### src/rtl/execute_multdiv.sv
// Iterative signed multiply / divide unit for the execute stage; stalls the front end while busy.
// Build option: define MULTDIV_DIV_EN to include the restoring divider; otherwise div ops report an exception.
module execute_multdiv (
    input  logic        clock,
    input  logic        reset,
    input  logic [31:0] dataA,
    input  logic [31:0] dataB,
    input  logic [31:0] instruction,
    output logic [31:0] result,
    output logic        result_valid,
    output logic        exception,
    output logic        stall
);

    typedef enum logic [1:0] {S_IDLE, S_BUSY, S_DONE} state_t;

    state_t      r_state;
    state_t      w_state_next;

    logic        w_is_mul;
    logic        w_is_div;
    logic        w_op;
    logic        w_skip_busy;
    logic [31:0] w_abs_a;
    logic [31:0] w_abs_b;
    logic        w_unused;

    logic [5:0]  r_count;
    logic        r_is_div;
    logic        r_neg;
    logic        r_err;
    logic [63:0] r_acc;
    logic [63:0] r_mcand;
    logic [31:0] r_shreg;

    logic [63:0] w_prod;
    logic        w_mul_exc;

    assign w_is_mul = (instruction[31:27] == 5'b00000) && (instruction[6:2] == 5'b00110);
    assign w_is_div = (instruction[31:27] == 5'b00000) && (instruction[6:2] == 5'b00111);
    assign w_op     = w_is_mul | w_is_div;
    assign w_unused = ^{instruction[26:7], instruction[1:0]};

    // Both algorithms work on magnitudes; the sign is re-applied when the result is presented.
    assign w_abs_a = dataA[31] ? (~dataA + 32'd1) : dataA;
    assign w_abs_b = dataB[31] ? (~dataB + 32'd1) : dataB;

`ifdef MULTDIV_DIV_EN
    logic [32:0] r_rem;
    logic [32:0] w_rem_shift;
    logic [32:0] w_rem_sub;
    logic [31:0] w_quot;
    logic        w_div_exc;

    assign w_skip_busy = w_is_div && (dataB == 32'd0);
    assign w_rem_shift = {r_rem[31:0], r_shreg[31]};
    assign w_rem_sub   = w_rem_shift - {1'b0, r_mcand[31:0]};
    assign w_quot      = r_neg ? (~r_shreg + 32'd1) : r_shreg;
    // Only a positive quotient of 2^31 (0x80000000 / -1) cannot be represented.
    assign w_div_exc   = !r_neg && r_shreg[31];
`else
    assign w_skip_busy = w_is_div;
`endif

    assign w_prod    = r_neg ? (~r_acc + 64'd1) : r_acc;
    assign w_mul_exc = (w_prod[63:32] != {32{w_prod[31]}});

    always_ff @(posedge clock) begin
        if (reset) begin
            r_state <= S_IDLE;
        end else begin
            r_state <= w_state_next;
        end
    end

    always_comb begin
        w_state_next = r_state;
        case (r_state)
            S_IDLE: begin
                if (w_op) begin
                    w_state_next = w_skip_busy ? S_DONE : S_BUSY;
                end
            end
            S_BUSY: begin
                if (r_count == 6'd31) begin
                    w_state_next = S_DONE;
                end
            end
            S_DONE:  w_state_next = S_IDLE;
            default: w_state_next = S_IDLE;
        endcase
    end

    always_ff @(posedge clock) begin
        if (reset) begin
            r_count  <= 6'd0;
            r_is_div <= 1'b0;
            r_neg    <= 1'b0;
            r_err    <= 1'b0;
            r_acc    <= 64'd0;
            r_mcand  <= 64'd0;
            r_shreg  <= 32'd0;
`ifdef MULTDIV_DIV_EN
            r_rem    <= 33'd0;
`endif
        end else begin
            case (r_state)
                S_IDLE: begin
                    if (w_op) begin
                        r_count  <= 6'd0;
                        r_is_div <= w_is_div;
                        r_neg    <= dataA[31] ^ dataB[31];
                        r_err    <= w_skip_busy;
                        r_acc    <= 64'd0;
                        // Multiply: r_mcand = |A| shifted left, r_shreg = |B| shifted right.
                        // Divide:   r_mcand = |B| (static divisor), r_shreg = |A| becoming the quotient.
                        r_mcand  <= {32'd0, w_is_div ? w_abs_b : w_abs_a};
                        r_shreg  <= w_is_div ? w_abs_a : w_abs_b;
`ifdef MULTDIV_DIV_EN
                        r_rem    <= 33'd0;
`endif
                    end
                end
                S_BUSY: begin
                    r_count <= r_count + 6'd1;
                    if (!r_is_div) begin
                        if (r_shreg[0]) begin
                            r_acc <= r_acc + r_mcand;
                        end
                        r_mcand <= {r_mcand[62:0], 1'b0};
                        r_shreg <= {1'b0, r_shreg[31:1]};
                    end
`ifdef MULTDIV_DIV_EN
                    else if (!w_rem_sub[32]) begin
                        r_rem   <= w_rem_sub;
                        r_shreg <= {r_shreg[30:0], 1'b1};
                    end else begin
                        r_rem   <= w_rem_shift;
                        r_shreg <= {r_shreg[30:0], 1'b0};
                    end
`endif
                end
                default: ;
            endcase
        end
    end

    always_comb begin
        result       = 32'd0;
        result_valid = 1'b0;
        exception    = 1'b0;
        stall        = 1'b0;
        if (!reset) begin
            stall = ((r_state == S_IDLE) && w_op) || (r_state == S_BUSY);
            if (r_state == S_DONE) begin
                result_valid = 1'b1;
                if (r_err) begin
                    exception = 1'b1;
                end
`ifdef MULTDIV_DIV_EN
                else if (r_is_div) begin
                    result    = w_quot;
                    exception = w_div_exc;
                end
`endif
                else begin
                    result    = w_prod[31:0];
                    exception = w_mul_exc;
                end
            end
        end
    end

endmodule

### config.mk
export PLATFORM = sky130hd
export DESIGN_NAME = execute_multdiv
export DESIGN_NICKNAME = d
export VERILOG_FILES = /design/src/rtl/execute_multdiv.sv
export SDC_FILE = /design/constraint.sdc
export NUM_CORES = 1
export LEC_CHECK = 0
export ABC_AREA = 0
export CORE_MARGIN = 10
export CORE_UTILIZATION = 35
export CTS_CLUSTER_DIAMETER = 60
export DETAILED_ROUTE_END_ITERATION = 8
export PLACE_DENSITY = 0.53
export SLEW_MARGIN = 10
export SYNTH_ARGS = -nofsm -noshare
export SYNTH_HDL_FRONTEND = slang
export SYNTH_SLANG_ARGS = --single-unit
export TNS_END_PERCENT = 100
### constraint.sdc
create_clock -name clock -period 3.35 [get_ports clock]
set_input_delay 0.335 -clock clock [delete_from_list [all_inputs] [get_ports clock]]
set_output_delay 0.335 -clock clock [all_outputs]
set_load 0.03 [all_outputs]
# Word level (Yosys, flattened, before mapping)
# Cells that the tools add are included.
[word_totals]
ff_bits = 170
in_bits = 98
out_inout_bits = 35
word_cells = 69
[op_classes]
addsub = 5
n_eq_ne = 10
muxes = 30
n_bitwise = 5
n_reduce_logical = 12
[ops]
columns = ["cell", "n"]
rows = [
  ["two-way mux 64 bit", 6],
  ["two-way mux 32 bit", 9],
  ["one-hot mux 64 bit (2 select lines)", 2],
  ["adder 32 x 1 -> 32 bit (second input constant)", 2],
  ["adder 64 x 1 -> 64 bit (second input constant)", 1],
  ["adder 64 bit", 1],
  ["inverter 32 bit", 2],
  ["inverter 64 bit", 1],
  ["one-hot mux 32 bit (2 select lines)", 1],
  ["!= test 32 bit", 1],
  ["one-hot mux 6 bit (2 select lines)", 1],
  ["== test 5 x 3 -> 1 bit (second input constant)", 2],
  ["!= test 2 bit (second input constant)", 4],
  ["adder 6 x 1 -> 6 bit (second input constant)", 1],
  ["== test 6 x 5 -> 1 bit (second input constant)", 1],
  ["two-way mux 1 bit", 6],
  ["two-way mux 2 bit", 3],
  ["two-way mux 6 bit", 1],
  ["AND reduction 2 bit", 3],
  ["zero test 5 bit", 1],
  ["one-hot mux 2 bit (2 select lines)", 1],
  ["AND reduction 4 bit", 1],
  ["logical AND 1 bit", 3],
  ["AND reduction 3 bit", 1],
  ["7 further kinds", 7],
]

# Longest topological paths before layout
[logic_depth]
depth_word = 7
depth_mapped = 12
depth_no_buf = 12

# Worst setup path after synthesis
# OpenSTA, ideal clock, no wires.
[synth_timing]
path_kind = "register to output"
from = "reg r_acc[1]"
to = "out exception"
arrival_ns = 3.296
required_time_ns = 3.015
path_slack_ns = -0.281
path_stages_with_launch = 13
path_buffers = 0
cell_sequence = "dfxtp_1 > inv_1 > ha_1 > or3b_2 > nor4_1 > nand4_2 > or3_4 > o41ai_4 > xnor2_1 > and3_1 > a21oi_1 > nor4b_2 > a21boi_1"
[synth_between]
elab_chain_cells = 7
[synth_lines]
columns = ["element", "line", "text"]
rows = [
  ["start, declared", "32", "logic [63:0] r_acc;"],
  ["start signal, assigned", "128", "r_acc <= r_acc + r_mcand;"],
  ["inverter 64 bit", "65", "assign w_prod = r_neg ? (~r_acc + 64'd1) : r_acc;"],
  ["adder 64 x 1 -> 64 bit", "65", ""],
  ["two-way mux 64 bit", "65", ""],
  ["!= test 32 bit", "66", "assign w_mul_exc = (w_prod[63:32] != {32{w_prod[31]}});"],
  ["two-way mux 1 bit", "157", "if (r_err) begin"],
  ["two-way mux 1 bit", "155", "if (r_state == S_DONE) begin"],
  ["two-way mux 1 bit", "153", "if (!reset) begin"],
  ["end, declared", "11", "output logic exception,"],
]
# No other way between the ends.

# Worst setup path in the final report
[layout_timing]
from = "reg r_acc[10]"
to = "out exception"
# The elaborated chain is that of the path after synthesis.

==> metrics.yaml <==
timing:
  rsz0062_at_grt: "true"
  fmax_mhz: 246
  fin_crit_ns: 4.06
  tns_ns: -0.717
  setup_violations: 2
  post-route-period-util_pct: 121
  hold_viol_final: 0
  slew_headroom_pct: 27.3
  tightest_slew_ns: 1.09
  drv_slew: 0
  worst_slack_ns: -0.712
  clock_skew_ns: 0.0129
power_and_ir_drop:
  p_leak_uw: 0.00777
  powerDensity_mw_per_mm2: 243
  vdd_ir_drop_max_v: 0.000352
  p_total_uw: 4610
global_route:
  globalRouteMet2Util_pct: 32.6
  grt_antenna_before_repair: 0
  grt_use_met1_pct: 28.3
  grt_max_degree: 102
  use_met3_pct: 3.63
  first_global_vias: 14600
  grt_use_total_pct: 20.7
  grt_pass1_wl_microns: 79900
  overflow: 0
  top_usage_layer: "met2"
floorplanning:
  dieWidth_microns: 219
  ioPinCount: 133
  die_h_microns: 219
  die_area_sq_mm: 0.0480
  start_util_pct: 35.6
  core_region_area_sq_mm: 0.0389
  rows: 72
synth:
  ys_ff_latch: 170
  ys_warn_count: 0
  synth_cells: 1924
  syn_nets: 2090
  synthFlopType: "dfxtp_1"
  synthArstFlopShare_pct: 0
  synth_edf_count: 0
  avgSynthCellArea_sq_um: 7.21
  ys_types: 80
  synth_area_sq_mm: 0.0139
  yosysSeqAreaShare_pct: 24.5
cts:
  cts.sinks: 170
  ctsHoldBuffers: 0
  cts_tree: "done"
  htreeDepth: 4
  clk_latency_ns: 0.46
  cts-root-buf: "clkbuf_16"
  path_clk_slew_ns: 0.07
  numCtsBuffers: 17
  clock_path_buffers: 2
cells_and_area:
  final-seq-area_sq_mm: 0.00342
  diodes: 0
  design_area_sq_mm: 0.0190
  fin_nets: 2405
  multi_input_area_sq_mm: 0.0106
  drive_above_1_share_pct: 23.0
  num-fill-cells: 3865
  syn_to_final_growth_pct: 36.9
  instances_no_fill: 2770
critical_path:
  critPathKind: "flop to primary output"
  critPathCaptureType: "primary output"
  crit_fanout: 6
  critPathRequiredTime_ns: 3.01
  critPathLaunchType: "flop"
  crit_arrival_ns: 3.73
placement:
  place.gp.congestion: 0.908
  dp_hpwl_microns: 38900
  port_buffers: 110
  dpl_cell_area_sq_mm: 0.0174
  dp.cells: 2709
route:
  drt_first_pass_iters: 5
  ant_nets: 0
  wirelength_microns: 50500
  route.detailed.drc: 0
  drtIter0Drc: 1046
  vias_per_cell: 5.49
  wl_per_cell_microns: 18.2
  routed-via-count: 15200
min_path:
  worstHoldPathType: "input pin to flop"
run:
  maxCapViolCount: 0
status:
  violations: "setup timing"
  status: "finished with violations"
## per-layer routing
layer	vias to the layer above	wire, microns
li1	7636	-
met1	7204	24800
met2	318	22400
met3	42	2450
met4	0	861
met5	-	0
## stage by stage
| stage | utilization (%) | hold WS, ns | worst slack, ns |
|---|---|---|---|
| after floorplan | - | 0.441 | 0.0100 |
| final | 48.8 | 0.241 | -0.712 |
| after global placement | 44.8 | 0.462 | -0.466 |
| after CTS | 47.8 | 0.225 | -0.713 |
| after global routing | 48.8 | 0.250 | -0.892 |
| after detailed placement | 44.8 | 0.468 | -0.475 |
## report_power, final
group          switching (uW)  total, uW  leakage, uW  internal [uW]
registers                2.71       2020      0.00137           2020
clock network             958       2150     0.000297           1190
logic                     248        442      0.00610            194
total                    1210       4610      0.00777           3410
## cell type report
type | count | share of cell area, %
Multi-Input combinational cell | 1604 | 55.8
Tap cell | 518 | 3.41
Sequential cell | 170 | 18.0
Clock buffer | 17 | 2.24
Timing Repair Buffer | 423 | 19.1
Inverter | 23 | 0.455
Clock inverter | 15 | 0.988
## repair_timing
item / in CTS / in global routing
pin swaps: 48 / 46
endpoints found under the setup margin: 26 / 26
gates resized for setup: 78 / 66
setup buffers: 24 / 7
gates cloned: 1 / 0
## placed cells by master, fill, tap and decap left out, types with 15 or more instances in the layout
| cell type | count |
|---|---|
| nor2_1 | 177 |
| inv_1 | 21 |
| nand2_1 | 322 |
| xnor2_1 | 58 |
| nand3_1 | 118 |
| ha_1 | 62 |
| buf_6 | 15 |
| nor3_1 | 42 |
| or3_1 | 20 |
| buf_4 | 315 |
| a311oi_1 | 53 |
| buf_12 | 17 |
| a21o_1 | 40 |
| a22oi_1 | 15 |
| dfxtp_1 | 160 |
| xor2_1 | 115 |
| o31ai_1 | 32 |
| clkdlybuf4s50_1 | 76 |
| clkbuf_16 | 17 |
| nand4_1 | 23 |
| o21ai_0 | 85 |
| a211oi_1 | 18 |
| a21oi_1 | 129 |
## worst max-delay path, cell delays in order (launching register included)
cell      delay (ns)
dfxtp_1         0.32
buf_4           0.13
or4_4           0.53
buf_6           0.15
nor3_2          0.14
nand4_2         0.13
buf_6           0.17
buf_6           0.13
nor4b_2         0.33
xor2_1          0.14
o41ai_2         0.28
and3_4          0.24
a21oi_2         0.04
nor4b_2         0.27
a21boi_2        0.12
buf_12          0.15
## registers in the layout, summed over array words and instances (netlist names)
register / cells
r_neg: 1
r_mcand: 64
r_acc: 64
r_err: 1
r_shreg: 32
r_state: 2
r_count: 6
## cells by family after synthesis
kind of cell               synth area share [%]
and+or+nand+nor                            27.2
DFF                                        24.5
muxes                                     0.523
adders and majority gates                  6.19
xor gates and xnor gates                   11.2
AOI/OAI and AO/OA                          26.2
buffers and inverters                      4.15
## Yosys cell counts (all sizes together) (42+ instances only)
master  count  area share [%]
nor3       51             2.0
clkbuf    108             2.9
xor2      116             7.3
o31ai      42             2.3
dfxtp     170              25
ha         67             6.0
xnor2      61             3.9
nand2     323             8.7
a21oi     139             5.0
nor2      180             4.9
o21ai      96             3.5
nand3     120             4.3
a311oi     55             3.5
## worst paths after layout
path | start | endpoint | slack, ns | depth (start not counted)
hold / removal | reset | r_mcand[32]$_SDFFE_PP0P_ | 0.24 | 2
setup / recovery | r_acc[10]$_SDFFE_PP0P_ | exception | -0.71 | 15
setup reg to reg | r_acc[1]$_SDFFE_PP0P_ | r_acc[63]$_SDFFE_PP0P_ | 0.05 | 15
hold reg to reg | r_shreg[3]$_SDFFE_PP0P_ | r_shreg[2]$_SDFFE_PP0P_ | 0.47 | 2
(Power assumes the default switching activity.)
